`src/rtl/spi_ram_cmd_ctrl.sv`:
```
// Command sequencer between the SPI slave receive path and a single-port synchronous RAM.
// Build option: define ADDR_AUTOINC_EN to post-increment the address registers on accepted WRITE/READ.
module spi_ram_cmd_ctrl #(
  parameter int ADDR_W     = 8,
  parameter int DATA_W     = 8,
  parameter int RD_TIMEOUT = 15
) (
  input  logic              clk,
  input  logic              rst,
  input  logic              ss_n,
  input  logic [9:0]        rx_data,
  input  logic              rx_valid,
  output logic [ADDR_W-1:0] mem_addr,
  output logic [DATA_W-1:0] mem_wdata,
  output logic              mem_we,
  output logic              mem_re,
  input  logic [DATA_W-1:0] mem_rdata,
  input  logic              mem_rvalid,
  output logic [7:0]        tx_data,
  output logic              tx_valid,
  output logic              busy,
  output logic              err
);

  localparam int TMR_W = (RD_TIMEOUT > 1) ? $clog2(RD_TIMEOUT) : 1;
  localparam logic [TMR_W-1:0] TMR_LAST = TMR_W'(RD_TIMEOUT - 1);

`ifdef ADDR_AUTOINC_EN
  localparam logic [ADDR_W-1:0] ADDR_STEP = ADDR_W'(1);
`else
  localparam logic [ADDR_W-1:0] ADDR_STEP = '0;
`endif

  typedef enum logic [1:0] {
    IDLE    = 2'd0,
    RD_WAIT = 2'd1,
    RESP    = 2'd2
  } state_t;

  typedef enum logic [1:0] {
    CMD_SET_WADDR = 2'b00,
    CMD_WRITE     = 2'b01,
    CMD_SET_RADDR = 2'b10,
    CMD_READ      = 2'b11
  } cmd_t;

  state_t            state_q;
  logic [ADDR_W-1:0] wr_addr_q;
  logic [ADDR_W-1:0] rd_addr_q;
  logic              wr_vld_q;
  logic              rd_vld_q;
  logic [TMR_W-1:0]  timer_q;
  logic [ADDR_W-1:0] mem_addr_q;
  logic [DATA_W-1:0] mem_wdata_q;
  logic              mem_we_q;
  logic              mem_re_q;
  logic [7:0]        tx_data_q;
  logic              tx_valid_q;
  logic              busy_q;
  logic              err_q;

  cmd_t              cmd;
  logic [ADDR_W-1:0] pl_addr;
  logic [DATA_W-1:0] pl_data;

  assign cmd     = cmd_t'(rx_data[9:8]);
  assign pl_addr = rx_data[ADDR_W-1:0];
  assign pl_data = rx_data[DATA_W-1:0];

  always_ff @(posedge clk) begin
    if (rst) begin
      state_q     <= IDLE;
      wr_addr_q   <= '0;
      rd_addr_q   <= '0;
      wr_vld_q    <= 1'b0;
      rd_vld_q    <= 1'b0;
      timer_q     <= '0;
      mem_addr_q  <= '0;
      mem_wdata_q <= '0;
      mem_we_q    <= 1'b0;
      mem_re_q    <= 1'b0;
      tx_data_q   <= '0;
      tx_valid_q  <= 1'b0;
      busy_q      <= 1'b0;
      err_q       <= 1'b0;
    end else begin
      mem_we_q   <= 1'b0;
      mem_re_q   <= 1'b0;
      tx_valid_q <= 1'b0;
      err_q      <= 1'b0;
      if (ss_n) begin
        // Frame ended: abort silently, forget both addresses, keep RAM bus values.
        state_q   <= IDLE;
        busy_q    <= 1'b0;
        wr_vld_q  <= 1'b0;
        rd_vld_q  <= 1'b0;
        wr_addr_q <= '0;
        rd_addr_q <= '0;
        timer_q   <= '0;
      end else begin
        unique case (state_q)
          IDLE: begin
            if (rx_valid) begin
              unique case (cmd)
                CMD_SET_WADDR: begin
                  wr_addr_q <= pl_addr;
                  wr_vld_q  <= 1'b1;
                end
                CMD_WRITE: begin
                  if (wr_vld_q) begin
                    mem_we_q    <= 1'b1;
                    mem_addr_q  <= wr_addr_q;
                    mem_wdata_q <= pl_data;
                    wr_addr_q   <= wr_addr_q + ADDR_STEP;
                  end else begin
                    err_q <= 1'b1;
                  end
                end
                CMD_SET_RADDR: begin
                  rd_addr_q <= pl_addr;
                  rd_vld_q  <= 1'b1;
                end
                CMD_READ: begin
                  if (rd_vld_q) begin
                    mem_re_q   <= 1'b1;
                    mem_addr_q <= rd_addr_q;
                    rd_addr_q  <= rd_addr_q + ADDR_STEP;
                    timer_q    <= '0;
                    state_q    <= RD_WAIT;
                    busy_q     <= 1'b1;
                  end else begin
                    err_q <= 1'b1;
                  end
                end
                default: err_q <= 1'b1;
              endcase
            end
          end
          RD_WAIT: begin
            timer_q <= timer_q + 1'b1;
            if (rx_valid) begin
              err_q <= 1'b1;
            end
            // Data arriving on the last timer cycle still wins over the timeout.
            if (mem_rvalid) begin
              tx_data_q  <= 8'(mem_rdata);
              tx_valid_q <= 1'b1;
              state_q    <= RESP;
            end else if (timer_q == TMR_LAST) begin
              err_q   <= 1'b1;
              state_q <= IDLE;
              busy_q  <= 1'b0;
            end
          end
          RESP: begin
            if (rx_valid) begin
              err_q <= 1'b1;
            end
            state_q <= IDLE;
            busy_q  <= 1'b0;
          end
          default: begin
            state_q <= IDLE;
            busy_q  <= 1'b0;
          end
        endcase
      end
    end
  end

  assign mem_addr  = mem_addr_q;
  assign mem_wdata = mem_wdata_q;
  assign mem_we    = mem_we_q;
  assign mem_re    = mem_re_q;
  assign tx_data   = tx_data_q;
  assign tx_valid  = tx_valid_q;
  assign busy      = busy_q;
  assign err       = err_q;

endmodule

```
`config.mk`:
```
export PLATFORM = sky130hd
export DESIGN_NAME = spi_ram_cmd_ctrl
export DESIGN_NICKNAME = d
export VERILOG_FILES = /design/src/rtl/spi_ram_cmd_ctrl.sv
export SDC_FILE = /design/constraint.sdc
export NUM_CORES = 1
export LEC_CHECK = 0
export ABC_AREA = 1
export BUFFER_PORTS_ARGS = -buffer_cell sky130_fd_sc_hd__buf_4
export CORE_ASPECT_RATIO = 0.9
export CORE_MARGIN = 2
export CORE_UTILIZATION = 55
export CTS_BUF_LIST = sky130_fd_sc_hd__clkbuf_8
export CTS_CLUSTER_SIZE = 28
export DETAILED_ROUTE_END_ITERATION = 6
export PLACE_DENSITY = 0.86
export SKIP_LAST_GASP = 1
export SLEW_MARGIN = 30
export SYNTH_ARGS = -nofsm -noshare
export SYNTH_HDL_FRONTEND = slang
export SYNTH_SLANG_ARGS = --single-unit
```
`constraint.sdc`:
```
create_clock -name clk -period 1.7 [get_ports clk]
set_input_delay 0 -clock clk [delete_from_list [all_inputs] [get_ports clk]]
set_output_delay 0 -clock clk [all_outputs]
set_load 0.02 [all_outputs]
```
==> results of run 1 <==
-- logic make-up (layout without fill, tap and decap cells) --
group,after synthesis,in the layout,share of synthesized area [%]
buf+inv,33,109,6.779
fa+ha+maj,2,2,1.130
simple gates,116,116,26.50
flops,53,53,47.91
compound gates,76,76,17.68
-- cell usage after synthesis --
cell,instances,area [sq um]
or2_2,3,18.77
a21oi_1,29,145.1
nor2_2,2,12.51
nand2_4,3,33.78
nor3_1,9,45.04
nor4_1,1,6.260
nor2_1,49,183.9
ha_1,2,25.02
nor3_4,2,32.53
o21ai_1,23,115.1
nand3_1,16,80.08
nand2_1,24,90.09
dfxtp_1,53,1061
inv_2,5,18.77
o21ai_0,23,115.1
nor2_8,2,40.04
inv_1,19,71.32
buf_2,1,5.000
nor2_4,1,11.26
o21ai_4,1,16.27
clkbuf_1,3,11.26
buf_4,2,15.01
nand2_2,1,6.260
nand3_2,2,20.02
or2_0,1,6.260
buf_6,2,22.52
inv_4,1,6.260
-- state kept, by name, indices dropped and copies added, names as in the netlist --
signal,count
mem_addr,8
mem_wdata,8
rd_addr_q,8
tx_data,8
wr_addr_q,8
timer_q,4
state_q,2
busy,1
err,1
mem_re,1
mem_we,1
rd_vld_q,1
tx_valid,1
wr_vld_q,1
-- through the flow --
| step | instance area, sq um | hold WS [ns] | utilization, % |
|---|---|---|---|
| floorplan | 2215 | 0.07708 | - |
| global placement | 2601 | 0.2169 | 68.75 |
| detailed placement | 2601 | 0.2177 | 68.75 |
| CTS | 2932 | 0.07703 | 77.48 |
| global route | 2987 | 0.09664 | 78.94 |
| finish | 2987 | 0.08240 | 78.94 |
-- final cells by class --
type | count | share of cell area, %
clock buffer | 6 | 2.765
clock inverter | 2 | 1.257
inverter | 25 | 3.226
multi-input combinational | 194 | 34.39
sequential | 53 | 35.57
tap | 46 | 1.927
timing repair buffer | 76 | 20.86
-- worst max-delay path, delay by kind of cell, from the launching register on --
kind | cells | cell delay, ns
buf+inv | 2 | 0.68
simple gates | 4 | 0.50
flops | 1 | 0.36
-- power by group through the flow --
stage / combinational, mW / clock [mW] / sequential [mW]
floorplan: 0.117 / 0 / 1.31
finish: 0.263 / 0.909 / 1.27
detailed placement: 0.208 / 0 / 1.30
CTS: 0.244 / 0.909 / 1.27
global placement: 0.205 / 0 / 1.30
global route: 0.286 / 0.974 / 1.27
-- how the worst max path moves through the flow --
stage          slack [ns]            to  cells after the start
2_1_floorplan        0.54  mem_wdata[0]                      6
3_3_place_gp         0.39  mem_wdata[6]                      6
3_5_place_dp         0.34  wr_addr_q[2]                      6
4_1_cts              0.08           err                      7
5_1_grt             0.003           err                      6
6_report             0.11        mem_we                      6
-- per-layer routing --
| metal | vias up | track usage (%) |
|---|---|---|
| li1 | 1076 | - |
| met1 | 968 | 29.92 |
| met2 | 80 | 45.09 |
| met3 | 15 | 7.729 |
| met4 | 0 | 9.198 |
| met5 | - | 0 |
-- what timing repair did --
action | in CTS | in global routing
hold buffers | 21 | 0
setup endpoints to repair | 0 | 2
gates resized for setup | 0 | 6
buffers inserted | 0 | 4
endpoints found under the hold margin | 31 | 0
==> run_results.csv, run 1 <==
group,metric,value,unit
routing,postRouteAntennaNets,0,
cts,cts_sinks,53,
synthesis,synth.net_count,305,
routing,top_layer,"met4",
floorplanning,start_util,58.53,%
final_layout,final-seq-area,1062,sq um
flow_run,cap_violations,0,
cts,clk_latency,0.32,ns
placed_design,place_ws,0.3352,ns
synthesis,ys_types,27,
power_and_ir_drop,p_sw_share,23.99,%
floorplanning,rows,21,
routing,wl_per_cell,14.04,um
worst_setup_path,reg2reg_from,"state_q[1]",
routing,drt-initial-drc-count,127,
worst_setup_path,reg2reg_depth,6,
synthesis,ys_warn_count,0,
worst_setup_path,cp-end-kind,"flop",
sta,period_share,93.72,%
placed_design,dp_hpwl,3.417,mm
worst_setup_path,cpMaxStageDelayCell,"dlygate4sd3_1",
floorplanning,fp.dieW,70.89,um
final_layout,final_cell_count_no_fill,402,
global_routing,antenna_found_initial,0,
routing,routed_wl,5.643,mm
power_and_ir_drop,p_leak,1.258,nW
synthesis,synthCells,280,
placed_design,placedCellCount,369,
routing,met3_length,306,um
routing,post-route-drc-count,0,
power_and_ir_drop,switchingPower,0.5855,mW
sta,slew_headroom,58.57,%
final_layout,antenna_cells,0,
cts,cts.path.max_buffers,2,
floorplanning,dieArea,4551,sq um
sta,worst_pin_slew,0.6208,ns
sta,hold_viol,0,
min_path,holdPathStages,4,
sta,report.final.slew_viol_count,0,
routing,m1WireLength,2.367,mm
min_path,hp-start,"ss_n",
final_layout,area_growth,34.86,%
power_and_ir_drop,total_power,2.440,mW
power_and_ir_drop,powerDensity,817.1,nW/um^2
worst_setup_path,startpoint_type,"flop",
sta,min_period,1.593,ns
worst_setup_path,path_cells,"inv_2, nand2_4, nor2_8, nand2_8, nor4_4, dlygate4sd3_1",
worst_setup_path,crit_path_max_incr_delay,0.57,ns
routing,vias,2139,
global_routing,grt_pass1_wl,9.080,mm
power_and_ir_drop,intPower,1.855,mW
final_layout,drive_gt1_share,25.00,%
global_routing,grt-ovfl-total,0,
global_routing,grt_max_degree,25,
worst_setup_path,arrival,1.86,ns
cts,htree_levels,2,
power_and_ir_drop,ir_drop,0.8518,mV
sta,rsz0062_at_grt,"no",
worst_setup_path,path_max_fanout,10,
cts,numCtsBuffers,5,
final_layout,layout_common_cells,"55 x buf_4, 52 x dfxtp_1, 49 x nor2_1",
cts,tritoncts,"built",
worst_setup_path,required,1.97,ns
sta,fin_skew,0.007594,ns
worst_setup_path,ff2ff_setup_slack,0.11,ns
final_layout,fillCellCount,285,
worst_setup_path,crit_path_start,"state_q[1]",
min_path,hp-class,"input port to flop",
sta,fin_ws,0.1068,ns
placed_design,io_buffers,51,
status,status,"finished, final reports clean",
sta,fmax,627.7,MHz
cts,clk_pin_slew_worst_paths,0.09,ns
worst_setup_path,r2r_end,"mem_we",
power_and_ir_drop,seq_power_share,52.0,%
final_layout,nets,380,
global_routing,track_usage,25.84,%
final_layout,multi_input_area,1027,sq um
cts,root_buffer,"clkbuf_8",
routing,viasPerCell,5.321,
routing,wl_met2,2.841,mm
global_routing,grt_pass1_vias,1976,
sta,setup_viol,0,
placed_design,gp_congestion,0.8029,
routing,firstDrtPassIters,4,
synthesis,synth_area_per_cell,7.909,sq um
power_and_ir_drop,comb_power_share,10.8,%
sta,tns,0,ns
worst_setup_path,crit_type,"flop to flop",
power_and_ir_drop,p_clk_share,37.3,%
floorplanning,die_h,64.20,um
floorplanning,ioPinCount,52,
floorplanning,core-area,3784,sq um
synthesis,ys_seq_area_share,47.91,%
min_path,hold_end,"mem_re",
synthesis,ys_ff_latch,53,
synthesis,syn_area,2215,sq um
final_layout,final_common_cell,"buf_4",
Power figures use the tool's default switching activity.
==> run 2, diff against run 1 <==
Settings changed: CORE_UTILIZATION 55 to 50, PLACE_DENSITY 0.86 to 0.83.
Clock period 1.7 ns to 1.4 ns, I/O delays scaled along.
==> run_results.csv, run 2 (synthesis results as in run 1) <==
group,metric,value,unit
worst_setup_path,cpMaxStageDelayCell,"dfxtp_1",
worst_setup_path,ff2ff_setup_slack,0.14,ns
worst_setup_path,r2r_end,"mem_addr[2]",
min_path,holdPathStages,4,
status,status,"finished, final reports clean",
routing,firstDrtPassIters,4,
cts,cts_sinks,53,
worst_setup_path,path_cells,"inv_2, nand2_4, nor2_8, nand2_4, nor2_8, o21ai_1, nor2_1",
sta,min_period,1.260,ns
min_path,hp-class,"input port to flop",
cts,tritoncts,"built",
worst_setup_path,worst-path-buf-inv,1,
cts,htree_levels,2,
sta,period_share,90.01,%
final_layout,drive_gt1_share,24.58,%
floorplanning,rows,22,
worst_setup_path,arrival,1.50,ns
sta,fin_skew,0.006335,ns
global_routing,grt_max_degree,25,
routing,post-route-drc-count,0,
sta,setup_viol,0,
final_layout,layout_common_cells,"56 x buf_4, 52 x dfxtp_1, 49 x nor2_1",
global_routing,grt_pass1_wl,8.286,mm
power_and_ir_drop,powerDensity,896.2,nW/um^2
final_layout,area_growth,33.28,%
placed_design,place_ws,0.06040,ns
floorplanning,fp.dieW,74.15,um
sta,worst_pin_slew,0.4022,ns
worst_setup_path,cp-end-kind,"flop",
sta,rsz0062_at_grt,"yes",
placed_design,gp_congestion,0.8008,
sta,report.final.slew_viol_count,0,
placed_design,io_buffers,51,
placed_design,dp_hpwl,3.544,mm
routing,drt-initial-drc-count,113,
floorplanning,dieArea,4978,sq um
worst_setup_path,crit_type,"flop to flop",
power_and_ir_drop,ir_drop,0.7242,mV
min_path,hold_end,"wr_addr_q[6]",
flow_run,cap_violations,0,
floorplanning,ioPinCount,52,
worst_setup_path,crit_path_max_incr_delay,0.36,ns
global_routing,track_usage,21.44,%
final_layout,finalCoreUtilization,71.01,%
worst_setup_path,reg2reg_depth,7,
cts,clk_pin_slew_worst_paths,0.09,ns
worst_setup_path,startpoint_type,"flop",
cts,cts.path.max_buffers,2,
final_layout,nets,380,
global_routing,grt_pass1_vias,1933,
sta,fin_ws,0.1399,ns
power_and_ir_drop,p_leak,1.236,nW
sta,slew_headroom,73.08,%
final_layout,antenna_cells,0,
cts,root_buffer,"clkbuf_8",
worst_setup_path,reg2reg_from,"state_q[1]",
worst_setup_path,critPathTopFamily,"simple AND/OR/NAND/NOR gates",
sta,fmax,793.6,MHz
cts,clk_latency,0.30,ns
worst_setup_path,required,1.64,ns
routing,postRouteAntennaNets,0,
floorplanning,start_util,53.28,%
floorplanning,die_h,67.14,um
routing,vias,2104,
final_layout,final_common_cell,"buf_4",
routing,routed_wl,5.074,mm
worst_setup_path,path_max_fanout,10,
floorplanning,core-area,4156,sq um
routing,viasPerCell,5.082,
cts,numCtsBuffers,5,
sta,hold_viol,0,
min_path,hp-start,"ss_n",
global_routing,antenna_found_initial,0,
global_routing,grt-ovfl-total,0,
routing,wl_per_cell,12.26,um
==> run 2: cell count changes in the layout (fill, tap and decap cells not counted), sizes merged <==
cell,before,now
clkinvlp,1,0
clkbuf,6,5
bufinv,1,0
dlygate4sd3,21,20
clkinv,0,1
buf,55,56
==> run 2: area by class of cell <==
type | instances | area [sq um]
repair buffers | 76 | 620.6
inverters | 25 | 96.34
clock buffers | 5 | 68.82
fillers | 343 | 1205
clock inverters | 1 | 5.005
multi-input cells | 194 | 1023
flip-flops and latches | 53 | 1062
well taps | 60 | 75.07
==> run 2: power by group <==
group	switching (mW)	leakage (nW)	total [mW]	internal [mW]
registers	0.0113	0.429	1.54	1.53
clock network	0.464	0.0399	0.794	0.330
logic	0.171	0.767	0.311	0.139
==> run 2: worst min-delay path, cell delays in order <==
cell	delay, ns
buf_4	0.15
nor2_4	0.11
o21ai_0	0.08
a21oi_1	0.04
==> run 2: metal layers <==
layer  global-route usage (%)  routed length, um  up-vias
met3                    4.776                230       11
li1                         -                  -     1082
met5                        0                  0        -
met1                    26.24               2381      958
met2                    37.28               2354       53
met4                    7.273                108        0
==> run 2: worst max path at each step <==
stage	cells after the start	end	slack, ns	startpoint
2_1_floorplan	6	mem_wdata[0]	0.24	state_q[1]
3_3_place_gp	6	wr_addr_q[2]	0.1	state_q[1]
3_5_place_dp	6	wr_addr_q[3]	0.06	state_q[1]
4_1_cts	7	rd_addr_q[0]	0.04	state_q[1]
5_1_grt	7	mem_addr[5]	-0.004	state_q[1]
6_report	7	mem_addr[2]	0.14	state_q[1]
==> run 2: timing repair <==
action / CTS / global route
hold buffers: 20 / 0
resized for setup: 0 / 5
setup endpoints to repair: 0 / 24
setup buffers: 0 / 2
endpoints found under the hold margin: 25 / 0
==> run 2: metrics by stage <==
step	hold slack (ns)	TNS, ns	area [sq um]	std cells	total power, mW
2_1_floorplan	0.07708	0	2215	280	1.729
3_3_place_gp	0.2291	0	2641	386	1.828
3_5_place_dp	0.2270	0	2641	386	1.833
4_1_cts	0.09515	0	2915	412	2.644
5_1_grt	0.1198	-0.004141	2952	414	2.744
6_report	0.1124	0	2952	414	2.645
==> run 3, diff against run 2 <==
Settings changed: CELL_PAD_IN_SITES_DETAIL_PLACEMENT from default to 1, CELL_PAD_IN_SITES_GLOBAL_PLACEMENT from default to 1, CORE_UTILIZATION 50 to 36, PLACE_DENSITY 0.83 to 0.82, SLEW_MARGIN 30 to default.
==> run_results.csv, run 3 (synthesis results as in run 1) <==
group,metric,value,unit
status,status,"finished, final reports clean",
floorplanning,start_util,36.62,%
cts,tritoncts,"built",
floorplanning,ioPinCount,52,
cts,cts.path.max_buffers,2,
worst_setup_path,required,1.62,ns
final_layout,antenna_cells,0,
power_and_ir_drop,switchingPower,0.6643,mW
sta,hold_viol,0,
cts,root_buffer,"clkbuf_8",
floorplanning,die_h,78.41,um
routing,viasPerCell,4.942,
routing,vias,2115,
routing,drt-initial-drc-count,38,
sta,fin_ws,0.08242,ns
cts,htree_levels,2,
sta,rsz0062_at_grt,"yes",
sta,period_share,94.11,%
final_layout,area_growth,35.03,%
min_path,holdPathStages,3,
global_routing,grt-ovfl-total,0,
final_layout,final_cell_count_no_fill,428,
flow_run,cap_violations,0,
global_routing,grt_pass1_vias,2208,
power_and_ir_drop,comb_power_share,11.8,%
placed_design,place_ws,0.01924,ns
global_routing,grt_pass1_wl,10.21,mm
routing,routed_wl,5.951,mm
routing,postRouteAntennaNets,0,
sta,slew_headroom,71.55,%
worst_setup_path,startpoint_type,"flop",
power_and_ir_drop,powerDensity,910.2,nW/um^2
power_and_ir_drop,seq_power_share,56.6,%
routing,wl_per_cell,13.90,um
power_and_ir_drop,p_clk_share,31.6,%
final_layout,fin_area,2990,sq um
power_and_ir_drop,p_leak,1.250,nW
worst_setup_path,reg2reg_depth,5,
placed_design,gp_congestion,0.8382,
final_layout,nets,381,
worst_setup_path,path_max_fanout,5,
placed_design,placedCellCount,401,
min_path,hp-class,"input port to flop",
final_layout,final_common_cell,"buf_4",
worst_setup_path,ff2ff_setup_slack,0.08,ns
final_layout,drive_gt1_share,24.72,%
floorplanning,core-area,6047,sq um
power_and_ir_drop,ir_drop,0.4005,mV
final_layout,layout_common_cells,"56 x buf_4, 52 x dfxtp_1, 49 x nor2_1",
sta,min_period,1.318,ns
worst_setup_path,crit_type,"flop to flop",
global_routing,track_usage,18.94,%
cts,numCtsBuffers,5,
placed_design,dp_hpwl,4.330,mm
power_and_ir_drop,p_sw_share,24.41,%
routing,post-route-drc-count,0,
power_and_ir_drop,intPower,2.058,mW
worst_setup_path,arrival,1.54,ns
sta,report.final.slew_viol_count,0,
global_routing,grt_max_degree,20,
cts,clk_latency,0.30,ns
placed_design,place_area,2679,sq um
sta,fin_hold_ws,0.1142,ns
sta,fin_skew,0.002321,ns
floorplanning,dieArea,6796,sq um
placed_design,io_buffers,51,
cts,cts_sinks,53,
worst_setup_path,cp-end-kind,"flop",
sta,worst_pin_slew,0.4257,ns
power_and_ir_drop,total_power,2.722,mW
floorplanning,fp.dieW,86.68,um
routing,firstDrtPassIters,4,
cts,clk_pin_slew_worst_paths,0.09,ns
global_routing,antenna_found_initial,0,
sta,setup_viol,0,
floorplanning,rows,27,
sta,fmax,759.0,MHz
run 3: per-layer routing:
layer,vias to the layer above,global-route usage (%),share of wire (%)
li1,1077,-,-
met1,995,23.45,45
met2,38,33.77,51
met3,5,3.155,3.3
met4,0,5.000,0.81
met5,-,0,0
run 3: metrics by stage:
stage / TNS (ns) / utilization [%]
5_1_grt: -0.07760 / 49.45
3_3_place_gp: 0 / 44.30
3_5_place_dp: 0 / 44.30
2_1_floorplan: 0 / -
6_report: 0 / 49.45
4_1_cts: 0 / 49.16
run 3: path summary, 6_finish.rpt:
path,from,end
min,rx_data[8],mem_re
max,state_q[1],state_q[0]
min reg2reg,wr_addr_q[5],wr_addr_q[5]
max reg2reg,state_q[1],state_q[0]
run 3: cell type report:
cell class	instances	area [sq um]
Timing Repair Buffer	77	631.9
Clock buffer	6	82.58
Multi-Input combinational cell	194	1023
Tap cell	72	90.09
Fill cell	730	3057
Clock inverter	1	3.754
Inverter	25	96.34
Sequential cell	53	1062
run 3: critical path: stages, from the launching register on:
cell     delay [ns]
dfxtp_1        0.34
buf_4          0.15
nor2_2         0.20
nand2_1        0.10
or2_2          0.28
a21oi_1        0.17
run 3: timing repair:
action                                  4_1_cts  5_1_grt
hold buffers                                 20        0
hold endpoints to repair                     26        0
endpoints found under the setup margin        1       25
setup buffers                                 0        0
pin swaps                                     0        1
resized for setup                             1        5
run 3: power groups by stage:
stage | registers [mW] | clock network, mW | logic, mW
final | 1.54 | 0.861 | 0.320
after global routing | 1.54 | 0.959 | 0.353
after global placement | 1.57 | 0 | 0.262
after floorplan | 1.59 | 0 | 0.142
after detailed placement | 1.58 | 0 | 0.270
after CTS | 1.54 | 0.893 | 0.317
